===== src/rtl/adc_sample_averager.sv =====
// -----------------------------------------------------------------------------
// adc_sample_averager
//   Block-averages a stream of SAR ADC samples. Every 2^LOG2_N accepted
//   samples are summed and the sum is truncated (shifted right by LOG2_N) into
//   a one-entry output register that a consumer drains with a valid/ready
//   handshake. A result that gets overwritten before it is accepted sets the
//   sticky overrun flag.
//
// Parameters
//   DATA_W         width of each sample and of the averaged result
//   LOG2_N         samples per average = 2^LOG2_N (legal range 0..8)
//
// Ports
//   clk_i          system clock, rising edge
//   reset_i        asynchronous active-high reset
//   sample_i       conversion result
//   sample_valid_i one-cycle strobe per completed conversion
//   enable_i       high = accumulate, low = hold the block idle
//   clear_i        one-cycle pulse, clears overrun_o
//   avg_o          averaged result
//   avg_valid_o    avg_o holds an unconsumed result
//   avg_ready_i    consumer accepts avg_o when high together with avg_valid_o
//   overrun_o      sticky: a result was overwritten before acceptance
//   fill_o         samples accumulated in the current block
// -----------------------------------------------------------------------------
module adc_sample_averager #(
  parameter int DATA_W = 14,
  parameter int LOG2_N = 4
) (
  input  logic              clk_i,
  input  logic              reset_i,
  input  logic [DATA_W-1:0] sample_i,
  input  logic              sample_valid_i,
  input  logic              enable_i,
  input  logic              clear_i,
  output logic [DATA_W-1:0] avg_o,
  output logic              avg_valid_o,
  input  logic              avg_ready_i,
  output logic              overrun_o,
  output logic [LOG2_N:0]   fill_o
);

  // LOG2_N extra bits hold the sum of 2^LOG2_N full-scale samples without wrap.
  localparam int ACC_W = DATA_W + LOG2_N;
  localparam int CNT_W = LOG2_N + 1;
  localparam logic [CNT_W-1:0] CNT_LAST = CNT_W'((1 << LOG2_N) - 1);

  logic [ACC_W-1:0]  acc_q, acc_d;
  logic [CNT_W-1:0]  cnt_q, cnt_d;
  logic [DATA_W-1:0] avg_q, avg_d;
  logic              avg_valid_q, avg_valid_d;
  logic              overrun_q, overrun_d;

  logic [ACC_W-1:0]  sum;
  logic              take;
  logic              block_done;
  logic              accepted;

  always_comb begin
    // NOTE: every signal assigned here gets a default first so no path leaves
    // it unassigned, which would otherwise infer a latch.
    acc_d       = acc_q;
    cnt_d       = cnt_q;
    avg_d       = avg_q;
    avg_valid_d = avg_valid_q;
    overrun_d   = overrun_q;

    sum        = acc_q + ACC_W'(sample_i);
    take       = sample_valid_i && enable_i;
    block_done = take && (cnt_q == CNT_LAST);
    accepted   = avg_valid_q && avg_ready_i;

    // Accumulator/counter: disabled means idle at zero, which also discards
    // any partial block when enable drops mid-block.
    if (!enable_i) begin
      acc_d = '0;
      cnt_d = '0;
    end else if (block_done) begin
      acc_d = '0;
      cnt_d = '0;
    end else if (take) begin
      acc_d = sum;
      cnt_d = cnt_q + CNT_W'(1);
    end

    // Output register: a new result always wins over acceptance of the old one.
    if (block_done) begin
      avg_d       = sum[LOG2_N +: DATA_W];
      avg_valid_d = 1'b1;
    end else if (accepted) begin
      avg_valid_d = 1'b0;
    end

    // Overrun only when the previous result is still pending and not being
    // accepted on this edge; a coincident clear loses to the set.
    if (block_done && avg_valid_q && !avg_ready_i) begin
      overrun_d = 1'b1;
    end else if (clear_i) begin
      overrun_d = 1'b0;
    end
  end

  // NOTE: state flops use non-blocking assignments so every flop samples the
  // pre-edge values computed above, independent of statement order.
  always_ff @(posedge clk_i or posedge reset_i) begin
    if (reset_i) begin
      acc_q       <= '0;
      cnt_q       <= '0;
      avg_q       <= '0;
      avg_valid_q <= 1'b0;
      overrun_q   <= 1'b0;
    end else begin
      acc_q       <= acc_d;
      cnt_q       <= cnt_d;
      avg_q       <= avg_d;
      avg_valid_q <= avg_valid_d;
      overrun_q   <= overrun_d;
    end
  end

  assign avg_o       = avg_q;
  assign avg_valid_o = avg_valid_q;
  assign overrun_o   = overrun_q;
  assign fill_o      = cnt_q;

endmodule


===== config.mk =====
export PLATFORM = sky130hd
export DESIGN_NAME = adc_sample_averager
export DESIGN_NICKNAME = d
export VERILOG_FILES = /design/src/rtl/adc_sample_averager.sv
export SDC_FILE = /design/constraint.sdc
export NUM_CORES = 1
export LEC_CHECK = 0
export CAP_MARGIN = 0
export CORE_MARGIN = 1
export CORE_UTILIZATION = 35
export CTS_CLUSTER_DIAMETER = 40
export DETAILED_ROUTE_END_ITERATION = 6
export SLEW_MARGIN = 0
export SYNTH_ARGS = -nofsm -noshare
export SYNTH_HDL_FRONTEND = slang
export SYNTH_SLANG_ARGS = --single-unit
export TNS_END_PERCENT = 20

===== constraint.sdc =====
create_clock -name clk_i -period 2.9 [get_ports clk_i]
set_input_delay 0.725 -clock clk_i [delete_from_list [all_inputs] [get_ports clk_i]]
set_output_delay 0.725 -clock clk_i [all_outputs]
set_load 0.02 [all_outputs]

==> impl_metrics.json <==
{
  "overflow": 0,
  "yosys.area.top_type": "dfrtp_1",
  "yosys.area.top_type_share": 0.4021,
  "tightest_slew_ns": 0.5052,
  "synthTopCellsByArea": "dfrtp_1 40%, ha_1 7.7%, nand2_1 5.6%",
  "antenna_found_initial": 0,
  "fin_skew_ns": 0.008054,
  "ys_seq_elements": 39,
  "finalHoldViolCount": 0,
  "diodes": 0,
  "grt_max_degree": 40,
  "fmax_mhz": 379.2,
  "globalRouteTotalUtil": 0.1746,
  "p_per_area_mw_per_mm2": 519.8,
  "die_y_um": 85.28,
  "maxSlewViolCount": 0,
  "synth_common_cells": "39 x dfrtp_1, 36 x nand2_1, 18 x a21oi_1",
  "cp-end-kind": "flip-flop",
  "p_seq_frac": 0.378,
  "finalSetupViolations": 0,
  "p_leak_uw": 0.001409,
  "core_mm2": 0.006531,
  "crit_top_cell": "a21oi_1",
  "post-route-drc-count": 0,
  "cp_top_family": "compound AO/OA/AOI/OAI gates",
  "path_clk_slew_ns": 0.08,
  "cts_resized": 0,
  "vias": 2133,
  "fill_cells": 638,
  "synth_ff_type": "dfrtp_1",
  "critical-path-slowest-cell": "fa_1",
  "final_cell_count_no_fill": 387,
  "hold_path_class": "flip-flop to flip-flop",
  "die_w_um": 85.28,
  "holdWs_ns": 0.4817,
  "root_buffer": "clkbuf_8",
  "synth_enable_flop_cells": 0,
  "rows": 29,
  "cts.sinks": 39,
  "wire_per_inst_um": 14.85,
  "ys_seq_area_frac": 0.4021,
  "fin_crit_sh": 0.9093,
  "max_stage_delay_ns": 0.41,
  "slew_headroom": 0.6623,
  "syn-num-nets": 297,
  "clockBufferDepth": 2,
  "grt_pass1_vias": 2041,
  "initial_utilization": 0.3716,
  "worst-path-buf-inv": 2,
  "clk_latency_ns": 0.30,
  "ys_warn_count": 0,
  "worst_ep_arrival_time_ns": 2.83,
  "fin_setup_tns_ns": 0,
  "peakVddDrop_uv": 216.2,
  "drt-total-wl_mm": 5.746,
  "synth_most_common_cell": "dfrtp_1",
  "syn_area_per_cell_um2": 9.300,
  "grt_pass1_wl_mm": 10.01,
  "synth_area_mm2": 0.002427,
  "layout-drive-gt1-share": 0.1065,
  "area_growth_pct": 27.53,
  "cp_cell_sequence": "clkdlybuf4s50_1, ha_1, fa_1, a21oi_1, o211ai_1, a211oi_1, buf_4, nor4_1, a21oi_1, nand2_1",
  "worst_ep_required_time_ns": 3.09,
  "async_reset_ff_frac": 1.000,
  "path_max_fanout": 4,
  "min_period_ns": 2.637,
  "rsz0062_at_grt": "false",
  "path_class": "primary input to flip-flop",
  "place_hpwl_mm": 4.176,
  "status": "completed",
  "p_sw_frac": 0.3250,
  "ios": 41,
  "numPortBuffers": 40,
  "cp-start-kind": "primary input",
  "drt_iter0_markers": 74,
  "power_frac_comb": 0.322,
  "p_switching_uw": 522.9,
  "synth_cell_types": 49,
  "final_util": 0.4739,
  "cts_buffers": 5,
  "die_area_mm2": 0.007272,
  "cts_tree": "built",
  "clockPowerShare": 0.301,
  "p_int_uw": 1086,
  "post_cts_buffers": 0,
  "placedCellCount": 379,
  "drv_cap": 0,
  "cts_htree_levels": 2,
  "cts_hold_repair.buffers": 0,
  "via_per_inst": 5.512,
  "nNetsFinal": 345,
  "gp_congestion": 0.8935,
  "ant_nets": 0,
  "synth_cells": 261,
  "drt_pass1_iterations": 4
}
## layer usage
layer  track usage  wire length [um]  up-vias
met5             0                 0        -
met4       0.06364               101        0
met3       0.03405               271        8
met2        0.2632              2528       53
met1        0.2492              2845     1009
li1              -                 -     1063
## layout make-up
class,instances,area [um2],area share
inverters,3,11.26,0.003638
clock buffers,6,82.58,0.02668
multi-input cells,204,1374,0.4438
well taps,77,96.34,0.03112
flip-flops and latches,39,975.9,0.3153
clock inverters,2,35.03,0.01132
repair buffers,56,520.5,0.1681
## through the flow
step / power (uW) / cell area [um2] / setup slack, ns
finish: 1609 / 3095 / 0.2630
global route: 1708 / 3095 / 0.05007
CTS: 1623 / 3095 / 0.2850
detailed placement: 1128 / 2978 / -0.02967
global placement: 1129 / 2978 / -0.006817
floorplan: 957.2 / 2427 / 0.5404
## kinds of logic after synthesis
family          count (synthesis)  synth area share
xor+xnor                       14           0.05052
mux                             6           0.02680
fa+ha+maj                      16           0.08557
simple gates                   93            0.1928
compound gates                 75            0.2103
buf+inv                        18           0.03196
flops                          39            0.4021
## flip-flops by register name, indices dropped and copies added (netlist names)
name,cells
avg_o,14
acc_q,18
avg_valid_o,1
fill_o,5
overrun_o,1
## worst reg2reg max path, cell delays in order (launching register included)
cell	delay [ns]
dfrtp_1	0.39
ha_1	0.21
fa_1	0.41
a21oi_1	0.21
o211ai_1	0.16
a211oi_1	0.28
buf_4	0.18
nor4_1	0.05
a21oi_1	0.13
nand2_1	0.06
## worst paths after layout
| check | to | slack [ns] | cells past startpoint | startpoint |
|---|---|---|---|---|
| worst max-delay path | acc_q[14] | 0.26 | 10 | sample_i[0] |
| worst min-delay path | avg_o[0] | 0.48 | 2 | avg_o[0] |
| worst max register to register | acc_q[14] | 0.72 | 9 | acc_q[0] |
| worst min register to register | avg_o[0] | 0.48 | 2 | avg_o[0] |
| max in group asynchronous | acc_q[12] | 1.69 | 3 | reset_i |
| min in group asynchronous | fill_o[0] | 0.84 | 3 | reset_i |
## cell usage in the layout, fill, tap and decap left out, types with 4 or more instances in the layout
| cell | netlist | final |
|---|---|---|
| a22o_1 | 13 | 13 |
| nand4_1 | 10 | 10 |
| clkdlybuf4s50_1 | 0 | 40 |
| buf_4 | 0 | 16 |
| a21o_1 | 4 | 4 |
| and3_1 | 5 | 5 |
| mux2_2 | 4 | 4 |
| a21oi_1 | 18 | 18 |
| xnor2_1 | 11 | 11 |
| nor2_1 | 13 | 13 |
| dfrtp_1 | 39 | 39 |
| o211ai_1 | 4 | 4 |
| o21ai_0 | 17 | 17 |
| nand3_1 | 8 | 8 |
| clkbuf_8 | 0 | 6 |
| nand2_1 | 36 | 36 |
| ha_1 | 15 | 15 |
## power groups by stage
stage	Clock, uW	Sequential (uW)	Combinational (uW)
6_report	484	608	518
5_1_grt	520	614	575
4_1_cts	500	607	516
3_5_place_dp	0	618	511
3_3_place_gp	0	618	511
2_1_floorplan	0	611	347
Power figures use the tool's default switching activity.
